`config.mk`:
```
export PLATFORM = sky130hd
export DESIGN_NAME = seg7_scan_mux
export DESIGN_NICKNAME = d
export VERILOG_FILES = /design/src/rtl/seg7_scan_mux.sv
export SDC_FILE = /design/constraint.sdc
export NUM_CORES = 1
export LEC_CHECK = 0
export CORE_UTILIZATION = 25
export CTS_CLUSTER_SIZE = 14
export DETAILED_ROUTE_END_ITERATION = 8
export HOLD_SLACK_MARGIN = 0.05
export SLEW_MARGIN = 20
export SYNTH_ARGS = -nofsm -noshare
export SYNTH_HDL_FRONTEND = slang
export SYNTH_SLANG_ARGS = --single-unit
```
`constraint.sdc`:
```
create_clock -name clk -period 3.1 [get_ports clk]
set_input_delay 0.62 -clock clk [delete_from_list [all_inputs] [get_ports clk]]
set_output_delay 0.62 -clock clk [all_outputs]
set_load 0.05 [all_outputs]
```
`src/rtl/seg7_scan_mux.sv`:
```
// Multi-digit seven-segment scan controller: selects one of NCH 32-bit channels,
// snapshots it once per frame and time-multiplexes DIGITS hex nibbles onto a common-anode display.
module seg7_scan_mux #(
  parameter int DIGITS   = 8,
  parameter int NCH      = 4,
  parameter int SCAN_DIV = 100000,
  parameter int DEAD     = 4,
  localparam int SW      = (NCH > 1) ? $clog2(NCH) : 1
) (
  input  logic              clk,
  input  logic              reset,
  input  logic [NCH*32-1:0] ch_data,
  input  logic [SW-1:0]     sel,
  input  logic              lz_blank,
  input  logic              freeze,
  output logic [7:0]        ca,
  output logic [DIGITS-1:0] an,
  output logic              frame_done
);

  localparam int CW = $clog2(SCAN_DIV);
  localparam int IW = (DIGITS > 1) ? $clog2(DIGITS) : 1;

  logic [CW-1:0]     cnt_q, cnt_d;
  logic [IW-1:0]     idx_q, idx_d;
  logic [31:0]       snap_q, snap_d;
  logic              frozen_q, frozen_d;
  logic              blank_q, blank_d;
  logic              first_q, first_d;
  logic [DIGITS-1:0] an_q, an_d;
  logic [7:0]        ca_q, ca_d;
  logic              frame_done_q, frame_done_d;

  logic              slot_end, frame_end, load, dead, lz_digit, dp_n;
  logic              in_range;
  logic [31:0]       chosen;
  logic [3:0]        nib;
  logic [6:0]        seg;
  logic [DIGITS-1:0] upper_zero;
  logic              zero_run;

  always_comb begin
    chosen   = '0;
    in_range = 1'b0;
    for (int unsigned c = 0; c < NCH; c++) begin
      if (sel == SW'(c)) begin
        chosen   = ch_data[c*32 +: 32];
        in_range = 1'b1;
      end
    end
  end

  // upper_zero[i]: nibbles i..DIGITS-1 of the snapshot are all zero
  always_comb begin
    nib        = '0;
    upper_zero = '0;
    zero_run   = 1'b1;
    for (int unsigned j = 0; j < DIGITS; j++) begin
      zero_run = zero_run && (snap_q[(DIGITS-1-j)*4 +: 4] == 4'h0);
      upper_zero[DIGITS-1-j] = zero_run;
      if (idx_q == IW'(j)) nib = snap_q[j*4 +: 4];
    end
  end

  always_comb begin
    case (nib)
      4'h0: seg = 7'h40;
      4'h1: seg = 7'h79;
      4'h2: seg = 7'h24;
      4'h3: seg = 7'h30;
      4'h4: seg = 7'h19;
      4'h5: seg = 7'h12;
      4'h6: seg = 7'h02;
      4'h7: seg = 7'h78;
      4'h8: seg = 7'h00;
      4'h9: seg = 7'h10;
      4'hA: seg = 7'h08;
      4'hB: seg = 7'h03;
      4'hC: seg = 7'h46;
      4'hD: seg = 7'h21;
      4'hE: seg = 7'h06;
      default: seg = 7'h0E;
    endcase
  end

  always_comb begin
    slot_end  = (cnt_q == CW'(SCAN_DIV - 1));
    frame_end = slot_end && (idx_q == IW'(DIGITS - 1));
    load      = first_q || frame_end;

    cnt_d = slot_end ? '0 : cnt_q + CW'(1);
    idx_d = idx_q;
    if (slot_end) idx_d = (idx_q == IW'(DIGITS - 1)) ? '0 : idx_q + IW'(1);

    snap_d   = snap_q;
    frozen_d = frozen_q;
    blank_d  = blank_q;
    first_d  = 1'b0;
    if (load) begin
      frozen_d = freeze;
      blank_d  = !in_range;
      if (!freeze && in_range) snap_d = chosen;
    end
    frame_done_d = frame_end;
  end

  // Outputs are computed from the current state and registered, giving a one-cycle lag
  always_comb begin
    dead     = (int'(cnt_q) < DEAD);
    lz_digit = lz_blank && (idx_q != '0) && upper_zero[idx_q];
    dp_n     = !(frozen_q && (idx_q == IW'(DIGITS - 1)));

    an_d = '1;
    ca_d = 8'hFF;
    if (!dead) begin
      if (!blank_q) an_d[idx_q] = 1'b0;
      ca_d = {dp_n, lz_digit ? 7'h7F : seg};
    end
  end

  always_ff @(posedge clk or negedge reset) begin
    if (!reset) begin
      cnt_q        <= '0;
      idx_q        <= '0;
      snap_q       <= '0;
      frozen_q     <= 1'b0;
      blank_q      <= 1'b0;
      first_q      <= 1'b1;
      an_q         <= '1;
      ca_q         <= 8'hFF;
      frame_done_q <= 1'b0;
    end else begin
      cnt_q        <= cnt_d;
      idx_q        <= idx_d;
      snap_q       <= snap_d;
      frozen_q     <= frozen_d;
      blank_q      <= blank_d;
      first_q      <= first_d;
      an_q         <= an_d;
      ca_q         <= ca_d;
      frame_done_q <= frame_done_d;
    end
  end

  assign an         = an_q;
  assign ca         = ca_q;
  assign frame_done = frame_done_q;

endmodule

```
# Word level (Yosys, flattened, before mapping)

Memory sizes are Yosys's and may differ from the RTL's.
Index checks and enable logic that the tools add are counted.
W data, S select, Z words.

Add/subtract/negate cells: 2
Multiply operators: 0
Div/mod/pow operators: 0
Order comparisons: 3
Equal/unequal tests: 11
Shifts and indexed selects: 0
Muxes and demuxes: 26
Bitwise operators: 1
Reductions and logical operators: 29

Operators with widths:

| kind                    | number |
|---|---|
| $mux W32                | 4 |
| $logic_not A4 Y1        | 8 |
| $mux W4                 | 8 |
| $mux W8                 | 3 |
| $add A17 B1 Y17 const B | 1 |
| $eq A17 B17 Y1 const B  | 1 |
| $lt A17 B3 Y1 const B   | 1 |
| $mux W17                | 1 |
| $logic_and A1 B1 Y1     | 13 |
| $eq A3 B3 Y1 const B    | 4 |
| $not A8 Y8              | 1 |
| $mux W7                 | 1 |
| $eq A3 B2 Y1 const B    | 2 |
| $mux W1                 | 6 |
| $eq A2 B2 Y1 const B    | 2 |
| $lt A3 B4 Y1 const B    | 1 |
| $add A3 B1 Y3 const B   | 1 |
| $bmux W1 S3             | 1 |
| $demux W1 S3            | 1 |
| $eq A3 B1 Y1 const B    | 1 |
| $ge A3 B1 Y1 const B    | 1 |
| $logic_not A1 Y1        | 3 |
| $logic_not A3 Y1        | 1 |
| $mux W3                 | 1 |
| other kinds (5)         | 5 |

Bits in registers: 72
Bits in latches: 0
RAM bits: 0
Bits in read-only memories: 112
Input bits: 134
Output and inout port bits: 17
Word-level logic and storage cells: 82
Memories: 1

Memories:

| name             | words | width | rd ports | clocked after memory_dff | write ports | RTL line | RTL |
|---|---|---|---|---|---|---|---|
| (name not given) | 16    | 7     | 1        | 0                        | 0           | 66       | `case (nib)` |

# Longest topological paths before layout

Gate-level depths: netlist of the first run.

Word-level depth: 13
Mapped depth: 14
Depth with buffers taken out: 12

# Least setup slack after synthesis of the first run

Ideal clock, no wire load.

Kind: flip-flop to flip-flop
Start: register idx_q[1]
End: register ca_q[6] (netlist: ca[6])
Library setup time: 0.083 ns
Data arrival time: 2.967 ns
Data required time: 3.017 ns
Path slack: 0.050 ns
Cell stages (with the launch flop): 15
Buffers on the path: 2
Period minus slack after synthesis: 3.050 ns
Cell sequence: dfrtp_1 clkbuf_1 inv_1 ha_1 buf_2 a21oi_1 o21ai_0 o211ai_1 a21boi_0 inv_1 ha_1 inv_1 a21oi_1 a31o_1 a221o_1

Cells in the longest elaborated chain, start to end: 12
Elaborated cells on any way between the ends: 24
Classes of those cells: 7 x eq/ne; 12 x mux; 4 x reduce/logical; 1 x memory

RTL lines:

| item                     | RTL line | RTL |
|---|---|---|
| start: declaration       | 25       | `logic [IW-1:0] idx_q, idx_d;` |
| start signal: assignment | 134      | `idx_q <= idx_d;` |
| $logic_not A3 Y1         | 61       | `if (idx_q == IW'(j)) nib = snap_q[j*4 +: 4];` |
| $mux W4 (8 in series)    | 61       |  |
| $mem_v2 Z16 W7           | n/a      |  |
| $mux W7 *                | 117      | `ca_d = {dp_n, lz_digit ? 7'h7F : seg};` |
| $mux W8 *                | 115      | `if (!dead) begin` |
| via ca_d[6]              | 31       | `logic [7:0] ca_q, ca_d;` |
| end signal: assignment   | 130      | `ca_q <= 8'hFF;` |
| end signal: assignment   | 140      | `ca_q <= ca_d;` |
| end: declaration         | 31       |  |

The timed path passes the listed nets; every way through them passes the cells marked *. The select of a mux whose other input is x is not followed.
A chain may end at the register's enable or synchronous reset.

# Worst setup path after layout of the first run

Same ends and word-level chain as after synthesis.

==> results of run 1 <==
per-layer routing:
layer	up-vias	global-route usage, %	part of all wire (%)
met5	-	0	0
met4	0	5.31	2.1
met3	18	3.68	6.9
met2	147	22.2	48
met1	1838	18.0	43
li1	1751	-	-
logic make-up after synthesis:
family / count (synthesis) / share of synthesized area [%]
simple gates: 108 / 12.9
flops: 72 / 39.8
compound gates: 71 / 10.5
mux: 65 / 26.3
buf+inv: 34 / 4.15
fa+ha+maj: 14 / 3.82
xor+xnor: 13 / 2.48
other cells: 1 / 0.0818
sequential cells by signal, summed over array words and instances, names as in the netlist:
| signal | cells |
|---|---|
| snap_q | 32 |
| cnt_q | 17 |
| an | 8 |
| ca | 8 |
| idx_q | 3 |
| blank_q | 1 |
| first_q | 1 |
| frame_done | 1 |
| frozen_q | 1 |
critical path: stages (launching register included):
cell	delay, ps
dfrtp_2	460
inv_1	140
ha_2	260
buf_4	180
a21oi_1	190
o21ai_0	90
o211ai_1	280
nand2_1	200
ha_1	250
inv_1	70
a21oi_1	80
a31o_1	230
a221o_1	340
final cells by class:
type | count | area (sq um) | area share [%]
Clock buffer | 9 | 225 | 3.37
Clock inverter | 7 | 61.3 | 0.918
Inverter | 11 | 41.3 | 0.618
Multi-Input combinational cell | 272 | 2590 | 38.8
Sequential cell | 72 | 1830 | 27.3
Tap cell | 229 | 287 | 4.29
Timing Repair Buffer | 167 | 1640 | 24.6
cells in the mapped netlist, types with 3 or more instances:
master    count  area [sq um]
nand2_1      25          93.8
ha_1         14           175
nor3_1        4          20.0
mux2_2        3          33.8
buf_2         8          40.0
o21ai_0      15          75.1
a211oi_1      4          30.0
nor2_1       19          71.3
xor2_1        6          52.6
dfrtp_1      55          1380
mux2_4       30           450
a21oi_1      14          70.1
xnor2_1       7          61.3
buf_12        3          60.1
mux4_2       32           721
nand3_1      15          75.1
clkbuf_1     11          41.3
a221o_1       3          30.0
nand3b_1      4          30.0
o31ai_1       5          37.5
nand4_1       5          31.3
nor2b_1       8          50.1
inv_1         9          33.8
dfstp_2      17           447
and2_1        3          18.8
o211ai_1      7          52.6
nor4_1       11          68.8
through the flow:
step	cell area [sq um]	cells	total power [mW]	utilization [%]
after floorplan	4580	378	1.63	-
after global placement	6360	751	1.97	35.4
after detailed placement	6360	751	1.99	35.4
after CTS	6650	767	2.99	37.0
after global routing	6680	767	3.10	37.2
final	6680	767	2.96	37.2
final timing paths:
kind | to | slack (ps) | depth (start not counted)
max | ca[6]$_DFF_PN1_ | 240 | 12
min | snap_q[23]$_DFFE_PN0P_ | 300 | 2
max reg2reg | ca[6]$_DFF_PN1_ | 240 | 12
min reg2reg | ca[7]$_DFF_PN1_ | 490 | 1
max in group asynchronous | first_q$_DFF_PN1_ | 2450 | 2
min in group clk | ca[7]$_DFF_PN1_ | 490 | 1
power groups by stage:
stage	clock, mW	sequential (mW)	combinational [mW]
CTS	1.02	1.18	0.796
global route	1.06	1.20	0.847
detailed placement	0	1.19	0.792
global placement	0	1.20	0.773
finish	0.988	1.18	0.790
floorplan	0	1.26	0.371
==> metrics.md, run 1 <==
| Metric | Value |
|---|---|
| Sequential area share after synthesis | 39.8% |
| Relative slew slack | between 50% and 60% |
| Final worst slack | 240 ps |
| Inserted Diodes | 0 |
| DR vias | approximately 3800 |
| Worst hold slack | 303 ps |
| Initial DRC count | around 290 |
| RSZ-0062 raised after global routing | false |
| Routed Antenna Nets | 0 |
| Post-Route WL | 12.4 mm |
| Total grt overflow | 0 |
| Post-synth cell types | 56 |
| Syn. warnings | 0 |
| Largest net degree at the start of global routing | 73 |
| Crit start category | flop |
| DRC errors left | 0 |
| DRT Pass-1 Iters | 4 |
| Leakage power | about 2.6 nW |
| Starting Density | roughly a quarter |
| Die span in y | roughly 140 microns |
| Synthesized area | roughly 4600 sq um |
| Syn Nets | ~530 |
| Switching Share | just under 30% |
| Sequential share of power | about two fifths |
| Core area | between 15000 and 20000 sq um |
| GRT Total Usage | ~14% |
| HPWL after DPL | between 9 and 10 mm |
| Die width | approximately 140 microns |
| Outcome | complete, no violations |
| Worst skew pair latency | between 300 and 400 ps |
| Worst min-delay path class | input port to asynchronous set/reset pin |
| Clock Path Buffers | 2 |
| Clock share of power | between 30% and 40% |
| VDD IR-drop max | between 0.2 and 0.3 mV |
| Share of layout cells above drive strength 1 | 24.5% |
| Fin crit share | between 90 and 100% |
| Fin. Hold Viols | 0 |
| Synth async-reset ratio | 100% |
| Synthesized area per cell | 12.1 sq um |
| Vias in the first global route | around 3900 |
| Fin. max-slew vios | 0 |
| Register bit total from synthesis | 72 |
| Final Setup Violations | 0 |
| Required @ worst endpoint | around 3400 ps |
| Std-Cell Rows | 49 |
| Max Clk Rate | 350 MHz |
| First-pass GRT wire length | approximately 20 mm |
| Combinational power share | a little over a quarter |
| Wire length per cell | roughly 16 microns |
| Clk slew on worst S/H paths | roughly 60 ps |
| CTS tree | done |
| Initial antenna violation count | 0 |
| Post_cts resized | 0 |
| Number of synthesized flops with an enable pin | 0 |
| Max-cap check violation count | 0 |
| Nets@finish | between 600 and 700 |
| Commonest non-fill, non-tap cell in the layout | clkdlybuf4s50_1 |
| Setup Skew | ~9.6 ps |
| PwrDens | 443 nW/um^2 |
| Element type at the critical path end | flop |
| Area growth, synth to finish | 45.7% |
| CTS H-tree depth | 3 |
| Post-Place Worst Slack | just over 70 ps |
| Clk sink count | between 70 and 80 |
| Boundary Pins | about 150 |
| Slew at the pin closest to its max-slew limit | around 600 ps |
| Die area | 18900 sq um |
| I/O Buffers | 150 |
| CP Class | flop to flop |
| Commonest non-fill, non-tap cells in the layout | 148 x clkdlybuf4s50_1, 53 x dfrtp_1, 32 x mux4_2 |
| CP arrival | ~3100 ps |
| CTS Buf Count | 9 |
| Post-layout minimum cycle time | 2860 ps |
| Ys flop type | dfrtp_1 |
| Vias/cell | 4.89 |
| CP max FO | 10 |
| Worst Setup SP | idx_q[1]$_DFFE_PN0N_ |
| Post-cts hold buffer count | 0 |
| Net switching power | 0.874 mW |
| Routability cong. | between 0.8 and 0.9 |
| Setup TNS | 0 ps |
| Clk root buf | clkbuf_16 |
| Post-CTS setup buffer count | 0 |
| Cell count after synthesis | about 380 |
| Fill cell count | approximately 1700 |
| Worst r2r src | idx_q[1]$_DFFE_PN0N_ |
| P_int | approximately 2.1 mW |
Note: power is estimated with default switching activity, not from simulation.
==> run 2, diff against run 1 <==
--- a/config.mk
+++ b/config.mk
@@ -9,6 +9,8 @@
 export CTS_CLUSTER_SIZE = 14
 export DETAILED_ROUTE_END_ITERATION = 8
 export HOLD_SLACK_MARGIN = 0.05
+export MAX_ROUTING_LAYER = met4
+export PLACE_DENSITY = 0.59
 export SLEW_MARGIN = 20
 export SYNTH_ARGS = -nofsm -noshare
 export SYNTH_HDL_FRONTEND = slang
==> metrics.md, run 2 (same netlist as run 1, synthesis figures left out) <==
| Metric | Value |
|---|---|
| Area growth, synth to finish | 47.2% |
| Starting Density | between 20 and 30% |
| CP arrival | ~3100 ps |
| Vias in the first global route | between 3000 and 4000 |
| Max FFs per register | 32 |
| Max Clk Rate | 355 MHz |
| Total grt overflow | 0 |
| Post-layout minimum cycle time | ~2800 ps |
| DRT Pass-1 Iters | 6 |
| Vias/cell | 4.77 |
| Fin util | between 30% and 40% |
| Required @ worst endpoint | 3370 ps |
| Clk root buf | clkbuf_16 |
| Max-cap check violation count | 0 |
| Clock Path Buffers | 2 |
| RSZ-0062 raised after global routing | false |
| Worst min-delay path class | flop to flop |
| CTS Buf Count | 9 |
| Initial antenna violation count | 0 |
| Die span in y | 137 microns |
| Leakage power | roughly 2.7 nW |
| Die width | around 140 microns |
| Commonest non-fill, non-tap cells in the layout | 148 x clkdlybuf4s50_1, 54 x dfrtp_1, 32 x mux4_2 |
| CTS tree | done |
| Clk slew on worst S/H paths | roughly 60 ps |
| Worst skew pair latency | 330 ps |
| Largest net degree at the start of global routing | 73 |
| Final Setup Violations | 0 |
| CP Class | flop to flop |
| GRT Total Usage | 13.9% |
| Fin. Hold Viols | 0 |
| VDD IR-drop max | 0.312 mV |
| Share of layout cells above drive strength 1 | approximately 24% |
| Fin crit share | between 90 and 100% |
| HPWL after DPL | 9.84 mm |
| I/O Buffers | 150 |
| Std-Cell Rows | 49 |
| First-pass GRT wire length | slightly below 20 mm |
| Slew at the pin closest to its max-slew limit | 894 ps |
| Clk sink count | about 70 |
| PwrDens | 478 nW/um^2 |
| Commonest non-fill, non-tap cell in the layout | clkdlybuf4s50_1 |
| Outcome | complete, no violations |
| Crit start category | flop |
| Setup TNS | 0 ps |
| Fin. max-slew vios | 0 |
| Largest register by flop count | snap_q |
| Boundary Pins | ~150 |
| Inserted Diodes | 0 |
| CP max FO | 13 |
| Largest regs | snap_q (32), cnt_q (17) |
| Nets@finish | slightly below 700 |
| Post-CTS setup buffer count | 0 |
| Fill cell count | ~1700 |
| Worst hold slack | between 400 and 500 ps |
| Wire length per cell | roughly 16 microns |
| Sequential Area | around 1800 sq um |
| Routability cong. | around 0.85 |
| Routed Antenna Nets | 0 |
| DR vias | 3662 |
| Relative slew slack | between 40% and 50% |
| Initial DRC count | 176 |
| Setup Skew | around 5.3 ps |
| Multi-input gate area | between 2000 and 3000 sq um |
| Core area | roughly 18000 sq um |
| Post-Route WL | between 10 and 15 mm |
| DRC errors left | 0 |
| Die area | roughly 19000 sq um |
| CTS H-tree depth | 3 |
| Element type at the critical path end | flop |
==> run 2: changes by cell type in the layout (fill, tap and decap cells not counted), sizes merged <==
cell      before  now
inv           14   12
clkinvlp       2    0
bufinv         0    4
==> run 2: worst paths after layout <==
check / start / end / slack, ps / cells past startpoint
worst max-delay path: idx_q[0]$_DFFE_PN0N_ / ca[5]$_DFF_PN1_ / 280 / 12
worst min-delay path: frozen_q$_DFFE_PN0P_ / ca[7]$_DFF_PN1_ / 480 / 1
worst max register to register: idx_q[0]$_DFFE_PN0N_ / ca[5]$_DFF_PN1_ / 280 / 12
worst min register to register: frozen_q$_DFFE_PN0P_ / ca[7]$_DFF_PN1_ / 480 / 1
max in group asynchronous: reset / idx_q[0]$_DFFE_PN0N_ / 1970 / 2
min in group asynchronous: reset / snap_q[22]$_DFFE_PN0P_ / 510 / 2
==> run 2: stage by stage <==
step	total power, mW	std cells	instance area (sq um)	setup slack, ps
2_1_floorplan	1.63	378	4580	49.7
3_3_place_gp	1.98	751	6360	212
3_5_place_dp	1.98	751	6360	90.6
4_1_cts	3.26	767	6730	45.6
5_1_grt	3.37	767	6750	8.75
6_report	3.22	767	6750	283
==> run 2: per-layer routing <==
layer / routed length, microns / track usage (%) / share of wire [%] / vias up
met5: 0 / - / 0 / -
met4: 184 / 3.66 / 1.5 / 0
met3: 612 / 2.61 / 5.0 / 17
met2: 5780 / 21.7 / 48 / 139
met1: 5560 / 18.4 / 46 / 1758
li1: - / - / - / 1748
==> run 2: final cells by class <==
cell class | instances | area share [%]
Clock buffer | 9 | 3.34
Clock inverter | 7 | 2.11
Inverter | 11 | 0.612
Multi-Input combinational cell | 272 | 38.3
Sequential cell | 72 | 27.0
Tap cell | 229 | 4.25
Timing Repair Buffer | 167 | 24.4
==> run 2: critical path: stages (launching register included) <==
cell and delay [ps]:
dfrtp_2 480, inv_1 160, ha_2 330, nand3b_1 110, a2111oi_1 430, o211ai_1 190, a21boi_2 190, inv_1 100
ha_1 150, inv_1 50, a21oi_1 220, o21bai_1 170, a221o_1 180
==> run 2: repair_timing <==
action | in CTS | in global routing
gates resized for setup | 0 | 8
setup endpoints to repair | 0 | 7
hold buffers | 0 | 0
==> run 2: power by group <==
| part | switching [mW] | internal [mW] |
|---|---|---|
| sequential | 0.103 | 1.07 |
| combinational | 0.332 | 0.452 |
| clock | 0.393 | 0.870 |
| total | 0.828 | 2.40 |
